[config.mk]
export PLATFORM = sky130hd
export DESIGN_NAME = tick_scheduler_flat
export DESIGN_NICKNAME = d
export VERILOG_FILES = /design/src/rtl/tick_scheduler_if.sv /design/src/rtl/tick_scheduler.sv /design/src/flat_wrapper.sv
export SDC_FILE = /design/constraint.sdc
export NUM_CORES = 1
export LEC_CHECK = 0
export CAP_MARGIN = 0
export CORE_MARGIN = 2
export CORE_UTILIZATION = 60
export CTS_CLUSTER_SIZE = 24
export DETAILED_ROUTE_END_ITERATION = 12
export PLACE_DENSITY = 0.8
export SETUP_SLACK_MARGIN = 0.3
export SYNTH_ARGS = -nofsm -noshare
export SYNTH_HDL_FRONTEND = slang
export SYNTH_SLANG_ARGS = --single-unit
[constraint.sdc]
create_clock -name clock -period 3.2 [get_ports clock]
set_input_delay 0.64 -clock clock [delete_from_list [all_inputs] [get_ports clock]]
set_output_delay 0.64 -clock clock [all_outputs]
set_load 0.01 [all_outputs]
[src/rtl/tick_scheduler_if.sv]
// Configuration/sync handshake bundle for tick_scheduler.
// The master side issues channel writes and sync requests; the scheduler answers with cfg_ready.
interface tick_scheduler_if #(
  parameter int DIV_W = 8
);
  logic             cfg_valid;
  logic             cfg_ready;
  logic [2:0]       cfg_ch;
  logic             cfg_en;
  logic [DIV_W-1:0] cfg_div;
  logic             sync_req;

  modport master (
    output cfg_valid, cfg_ch, cfg_en, cfg_div, sync_req,
    input  cfg_ready
  );

  modport slave (
    input  cfg_valid, cfg_ch, cfg_en, cfg_div, sync_req,
    output cfg_ready
  );
endinterface

[src/rtl/tick_scheduler.sv]
// Shared timebase: one prescaler base tick feeding CH programmable tick/square channels.
// Define TICK_SCHED_PAUSE_EN to add a 'pause' input that freezes the prescaler.
module tick_scheduler #(
  parameter int BASE_DIV = 50000,
  parameter int CH       = 4,
  parameter int DIV_W    = 8
) (
  input  logic                clock,
  input  logic                reset,
`ifdef TICK_SCHED_PAUSE_EN
  input  logic                pause,
`endif
  tick_scheduler_if.slave     cfg,
  output logic                base_tick,
  output logic [CH-1:0]       tick,
  output logic [CH-1:0]       square
);

  localparam int              BC_W     = $clog2(BASE_DIV);
  localparam logic [BC_W-1:0] BASE_MAX = BC_W'(BASE_DIV - 1);

  typedef enum logic [1:0] {IDLE, WAIT_BASE, ALIGN} state_t;

  state_t                   state_q, state_d;
  logic [BC_W-1:0]          base_cnt_q, base_cnt_d;
  logic                     cfg_ready_q, cfg_ready_d;
  logic [CH-1:0]            en_q, en_d;
  logic [CH-1:0]            tick_q, tick_d;
  logic [CH-1:0]            square_q, square_d;
  logic [CH-1:0][DIV_W-1:0] div_q, div_d;
  logic [CH-1:0][DIV_W-1:0] cnt_q, cnt_d;
  logic                     paused;
  logic                     base_hit;
  logic                     cfg_wr;

`ifdef TICK_SCHED_PAUSE_EN
  assign paused = pause;
`else
  assign paused = 1'b0;
`endif

  assign base_hit = (base_cnt_q == BASE_MAX) && !paused;
  assign cfg_wr   = cfg.cfg_valid && cfg_ready_q;

  always_comb begin
    base_cnt_d = base_cnt_q;
    if (!paused) begin
      base_cnt_d = (base_cnt_q == BASE_MAX) ? '0 : base_cnt_q + 1'b1;
    end
  end

  // cfg_ready is registered from the next state so it stays low while reset is held.
  always_comb begin
    state_d = state_q;
    case (state_q)
      IDLE:      if (cfg.sync_req && cfg_ready_q) state_d = WAIT_BASE;
      WAIT_BASE: if (base_hit) state_d = ALIGN;
      ALIGN:     state_d = IDLE;
      default:   state_d = IDLE;
    endcase
    cfg_ready_d = (state_d == IDLE);
  end

  always_comb begin
    en_d     = en_q;
    div_d    = div_q;
    cnt_d    = cnt_q;
    tick_d   = '0;
    square_d = square_q;
    for (int i = 0; i < CH; i++) begin
      if (state_q == ALIGN) begin
        cnt_d[i]    = div_q[i];
        square_d[i] = 1'b0;
      end else if (base_hit && en_q[i]) begin
        if (cnt_q[i] == '0) begin
          cnt_d[i]    = div_q[i];
          tick_d[i]   = 1'b1;
          square_d[i] = ~square_q[i];
        end else begin
          cnt_d[i] = cnt_q[i] - 1'b1;
        end
      end
      // A write landing on a base tick suppresses that channel's tick.
      if (cfg_wr && (cfg.cfg_ch == 3'(i))) begin
        en_d[i]     = cfg.cfg_en;
        div_d[i]    = cfg.cfg_div;
        cnt_d[i]    = cfg.cfg_div;
        tick_d[i]   = 1'b0;
        square_d[i] = square_q[i];
      end
    end
  end

  always_ff @(posedge clock or negedge reset) begin
    if (!reset) begin
      state_q     <= IDLE;
      base_cnt_q  <= '0;
      cfg_ready_q <= 1'b0;
      en_q        <= '0;
      div_q       <= '0;
      cnt_q       <= '0;
      tick_q      <= '0;
      square_q    <= '0;
    end else begin
      state_q     <= state_d;
      base_cnt_q  <= base_cnt_d;
      cfg_ready_q <= cfg_ready_d;
      en_q        <= en_d;
      div_q       <= div_d;
      cnt_q       <= cnt_d;
      tick_q      <= tick_d;
      square_q    <= square_d;
    end
  end

  assign cfg.cfg_ready = cfg_ready_q;
  assign base_tick     = base_hit;
  assign tick          = tick_q;
  assign square        = square_q;

endmodule
[src/flat_wrapper.sv]
// flat-port wrapper written by rule: the top's interface ports become plain ports
module tick_scheduler_flat 
#(
  parameter int BASE_DIV = 50000,
  parameter int CH       = 4,
  parameter int DIV_W    = 8
)
  (clock, reset, base_tick, tick, square, cfg_cfg_valid, cfg_cfg_ch, cfg_cfg_en, cfg_cfg_div, cfg_sync_req, cfg_cfg_ready);
  tick_scheduler_if #(.DIV_W(DIV_W)) cfg_i ();
  input  logic clock;
  input  logic reset;
  output logic base_tick;
  output logic [CH-1:0] tick;
  output logic [CH-1:0] square;
  input wire logic [$bits(cfg_i.cfg_valid)-1:0] cfg_cfg_valid;
  input wire logic [$bits(cfg_i.cfg_ch)-1:0] cfg_cfg_ch;
  input wire logic [$bits(cfg_i.cfg_en)-1:0] cfg_cfg_en;
  input wire logic [$bits(cfg_i.cfg_div)-1:0] cfg_cfg_div;
  input wire logic [$bits(cfg_i.sync_req)-1:0] cfg_sync_req;
  output wire logic [$bits(cfg_i.cfg_ready)-1:0] cfg_cfg_ready;
  assign cfg_i.cfg_valid = cfg_cfg_valid;
  assign cfg_i.cfg_ch = cfg_cfg_ch;
  assign cfg_i.cfg_en = cfg_cfg_en;
  assign cfg_i.cfg_div = cfg_cfg_div;
  assign cfg_i.sync_req = cfg_sync_req;
  assign cfg_cfg_ready = cfg_i.cfg_ready;
  tick_scheduler #(.BASE_DIV(BASE_DIV), .CH(CH), .DIV_W(DIV_W)) u_core (.clock(clock), .reset(reset), .cfg(cfg_i), .base_tick(base_tick), .tick(tick), .square(square));
endmodule
==> flow_metrics.py <==
metrics = {
    "outcome": {
        "status": "complete, no violations",
    },
    "worst_hold_path": {
        "worstHoldPathType": "in -> async",
    },
    "placement": {
        "post-place-cells": 657,
        "dp_hpwl_mm": 7.762,
        "port-buffer-count": 25,
        "placed_area_um2": 5379,
        "place.gp.congestion": 0.8991,
    },
    "pwr": {
        "p_leak_nw": 2.667,
        "power.share.clock_pct": 24.1,
        "swShare_pct": 33.74,
        "power_mw": 3.658,
        "peakVddDrop_mv": 0.2758,
        "comb_power_share_pct": 25.9,
        "sequentialPowerShare_pct": 50.0,
        "p_per_area_nw_per_um2": 653.3,
        "intPower_mw": 2.424,
        "p_switching_mw": 1.234,
    },
    "setup_path": {
        "setup.worst_path.end_class": "output pin",
        "startpoint": "u_core.base_cnt_q[11]$_DFF_PN0_",
        "critPathMaxFanout": 4,
        "critPathKind": "reg -> out",
        "r2r_cells": 7,
        "critPathArrivalTime_ps": 1950,
        "worstReg2RegEnd": "u_core.cnt_q[12]$_DFFE_PN0P_",
        "cp_data_required_time_ps": 2560,
        "critPathCapture": "base_tick",
        "timing.rr.start": "u_core.cnt_q[8]$_DFFE_PN0P_",
        "rrSetupSlack_ps": 690,
        "critPathLaunchType": "flop",
    },
    "synth": {
        "synth_ff_type": "dfrtp_1",
        "syn_area_um2": 4989,
        "synth_top_family_by_area": "simple AND/OR/NAND/NOR gates",
        "synth_adder_area_share_pct": 2.257,
        "synth_compound_area_share_pct": 12.42,
        "yosys.area_share.simple_pct": 23.40,
        "ys_ff_latch": 95,
        "syn_nets": 562,
        "synth_top_area_share_pct": 47.65,
        "synth_area_leaders": "dfrtp_1 48%, nand2_1 8.6%, mux2i_1 3.6%",
        "post-synth-top-area-cell": "dfrtp_1",
        "synth.area.mux_share_pct": 5.643,
        "synth_edf_count": 0,
        "synth_most_common_cell": "nand2_1",
        "async_flop_share_pct": 100.0,
        "syn_avg_cell_area_um2": 9.290,
        "ys_warn_count": 0,
        "yosysSeqAreaShare_pct": 47.65,
        "synth_cells": 537,
        "ys_types": 57,
        "synth.cells.most_frequent": "114 x nand2_1, 95 x dfrtp_1, 35 x nor2_1, 35 x o21ai_0, 33 x nand3_1",
        "yosys.area_share.xor_xnor_pct": 5.443,
    },
    "clock_tree": {
        "cts_tree": "built",
        "htree_num_levels": 3,
        "clk_pin_slew_ps": 100,
        "cts.sinks": 95,
        "root_buffer": "clkbuf_8",
        "cts_resized": 1,
        "cts_hold_buf": 0,
        "cts_setup_buffers": 0,
        "clock_path_buffers": 2,
        "clkLatencyLatePin_ps": 360,
        "cts_buffers": 9,
    },
    "timing": {
        "max_freq_ghz": 0.3857,
        "period_share_pct": 81.01,
        "maxSlewHeadroom_pct": 31.57,
        "setup_violations": 0,
        "rsz0062_at_grt": "no",
        "hold_viol": 0,
        "worst_slew_pin_slew_ps": 1026,
        "finalSetupTns_ps": 0,
        "min_period_ps": 2592,
        "drv_slew": 0,
        "clock_skew_ps": 12.76,
    },
    "die": {
        "die_w_um": 95.18,
        "ios": 26,
        "die_h_um": 95.18,
        "num_rows": 33,
        "core_um2": 8134,
        "die_area_um2": 9059,
        "start_util_pct": 61.33,
    },
    "global_routing": {
        "grt_max_degree": 53,
        "first_global_vias": 3928,
        "grt_pass1_wl_mm": 18.64,
        "antenna_found_initial": 0,
        "grt-ovfl-total": 0,
        "gr-usage-all-layers_pct": 26.94,
    },
    "finish": {
        "antennaDiodeCount": 0,
        "final_cells": 673,
        "final_util_pct": 68.84,
        "layout-drive-gt1-share_pct": 9.507,
        "fillers": 639,
        "fin_area_um2": 5599,
        "syn_to_final_growth_pct": 12.24,
        "fin_nets": 588,
    },
    "route": {
        "vias": 4043,
        "ant_nets": 0,
        "first_pass_iters": 5,
        "routedWlPerCell_um": 16.85,
        "routed_wirelength_mm": 11.34,
        "via_per_inst": 6.007,
        "drtIter0Drc": 270,
        "drc": 0,
    },
    "flow_run": {
        "maxCapViolations": 0,
    },
}
[stage by stage]
stage               setup WS, ps  hold WS (ps)
floorplan                  859.7         344.4
global placement           705.1         446.6
detailed placement         701.4         457.6
CTS                        579.0         278.1
global route               457.9         293.9
finish                     607.6         257.7
[critical path, stage by stage (launching register included)]
cell and delay, ps:
dfrtp_1 420, or4b_4 580, nor4_4 300, dlygate4sd2_1 310
[cell type report]
class	instances	area, um^2	area share, %
inverters	19	71.32	1.274
multi-input cells	404	2471	44.13
repair buffers	34	326.6	5.832
flip-flops and latches	95	2377	42.46
clock inverters	6	93.84	1.676
well taps	105	131.4	2.346
clock buffers	10	127.6	2.279
[layout by cell type (no fill, tap or decap), types with 2 or more instances in the layout]
cell / instances
xnor2_1: 13
and2_1: 3
a21oi_2: 3
or2_0: 2
a21o_1: 3
nand3_1: 33
nand4_1: 4
o31ai_1: 2
a31oi_1: 7
dfrtp_1: 95
o211ai_1: 3
and3_1: 3
nor4_2: 3
o21ai_0: 35
nor4_1: 4
ha_1: 9
xor2_1: 18
a21oi_1: 15
o2111ai_1: 4
o21ai_1: 2
nor3b_1: 10
nor3_1: 11
nand3b_1: 3
or2_2: 3
a211o_1: 3
nor2_1: 35
o211a_1: 2
nand2b_1: 2
nand2_1: 114
mux2i_1: 18
inv_1: 19
a2111o_1: 2
bufinv_16: 2
clkbuf_8: 9
nor2b_1: 3
buf_4: 9
o211ai_2: 4
clkdlybuf4s50_1: 23
clkinv_4: 2
mux2_2: 9
[flip-flops by register name (all words and copies together), names as in the netlist]
| signal | cells |
|---|---|
| u_core.base_cnt_q | 16 |
| u_core.en_q | 4 |
| u_core.square | 4 |
| u_core.div_q | 32 |
| u_core.cnt_q | 32 |
| u_core.cfg.cfg_ready | 1 |
| u_core.state_q | 2 |
| u_core.tick | 4 |
[layer usage]
metal | wire, um | GRT usage, % | vias up
met5 | 0 | 0 | -
met4 | 308 | 13.04 | 0
met3 | 528 | 3.083 | 22
met2 | 5377 | 43.25 | 122
met1 | 5125 | 36.57 | 1977
li1 | - | - | 1922
[cell families (layout without fill, tap and decap cells)]
logic type,Yosys count,after routing
compound gates,93,93
xor+xnor,31,31
fa+ha+maj,9,9
buf+inv,38,69
flops,95,95
mux,27,27
simple gates,244,244
[how the worst min path moves through the flow]
stage	from	end	slack, ps	cells after the start
after floorplan	reset	u_core.base_cnt_q[0]$_DFF_PN0_	340	0
after global placement	u_core.base_cnt_q[0]$_DFF_PN0_	u_core.base_cnt_q[0]$_DFF_PN0_	450	1
after detailed placement	u_core.base_cnt_q[0]$_DFF_PN0_	u_core.base_cnt_q[0]$_DFF_PN0_	460	1
after CTS	reset	u_core.div_q[9]$_DFFE_PN0P_	280	1
after global routing	reset	u_core.div_q[9]$_DFFE_PN0P_	290	1
final	reset	u_core.div_q[9]$_DFFE_PN0P_	260	1
[power by group through the flow]
stage	clock network [mW]	registers, mW	logic [mW]
6_report	0.880	1.83	0.948
5_1_grt	0.946	1.87	1.09
4_1_cts	0.887	1.82	0.950
3_5_place_dp	0	1.84	0.942
3_3_place_gp	0	1.82	0.887
2_1_floorplan	0	1.75	0.752
(Power assumes the default switching activity.)
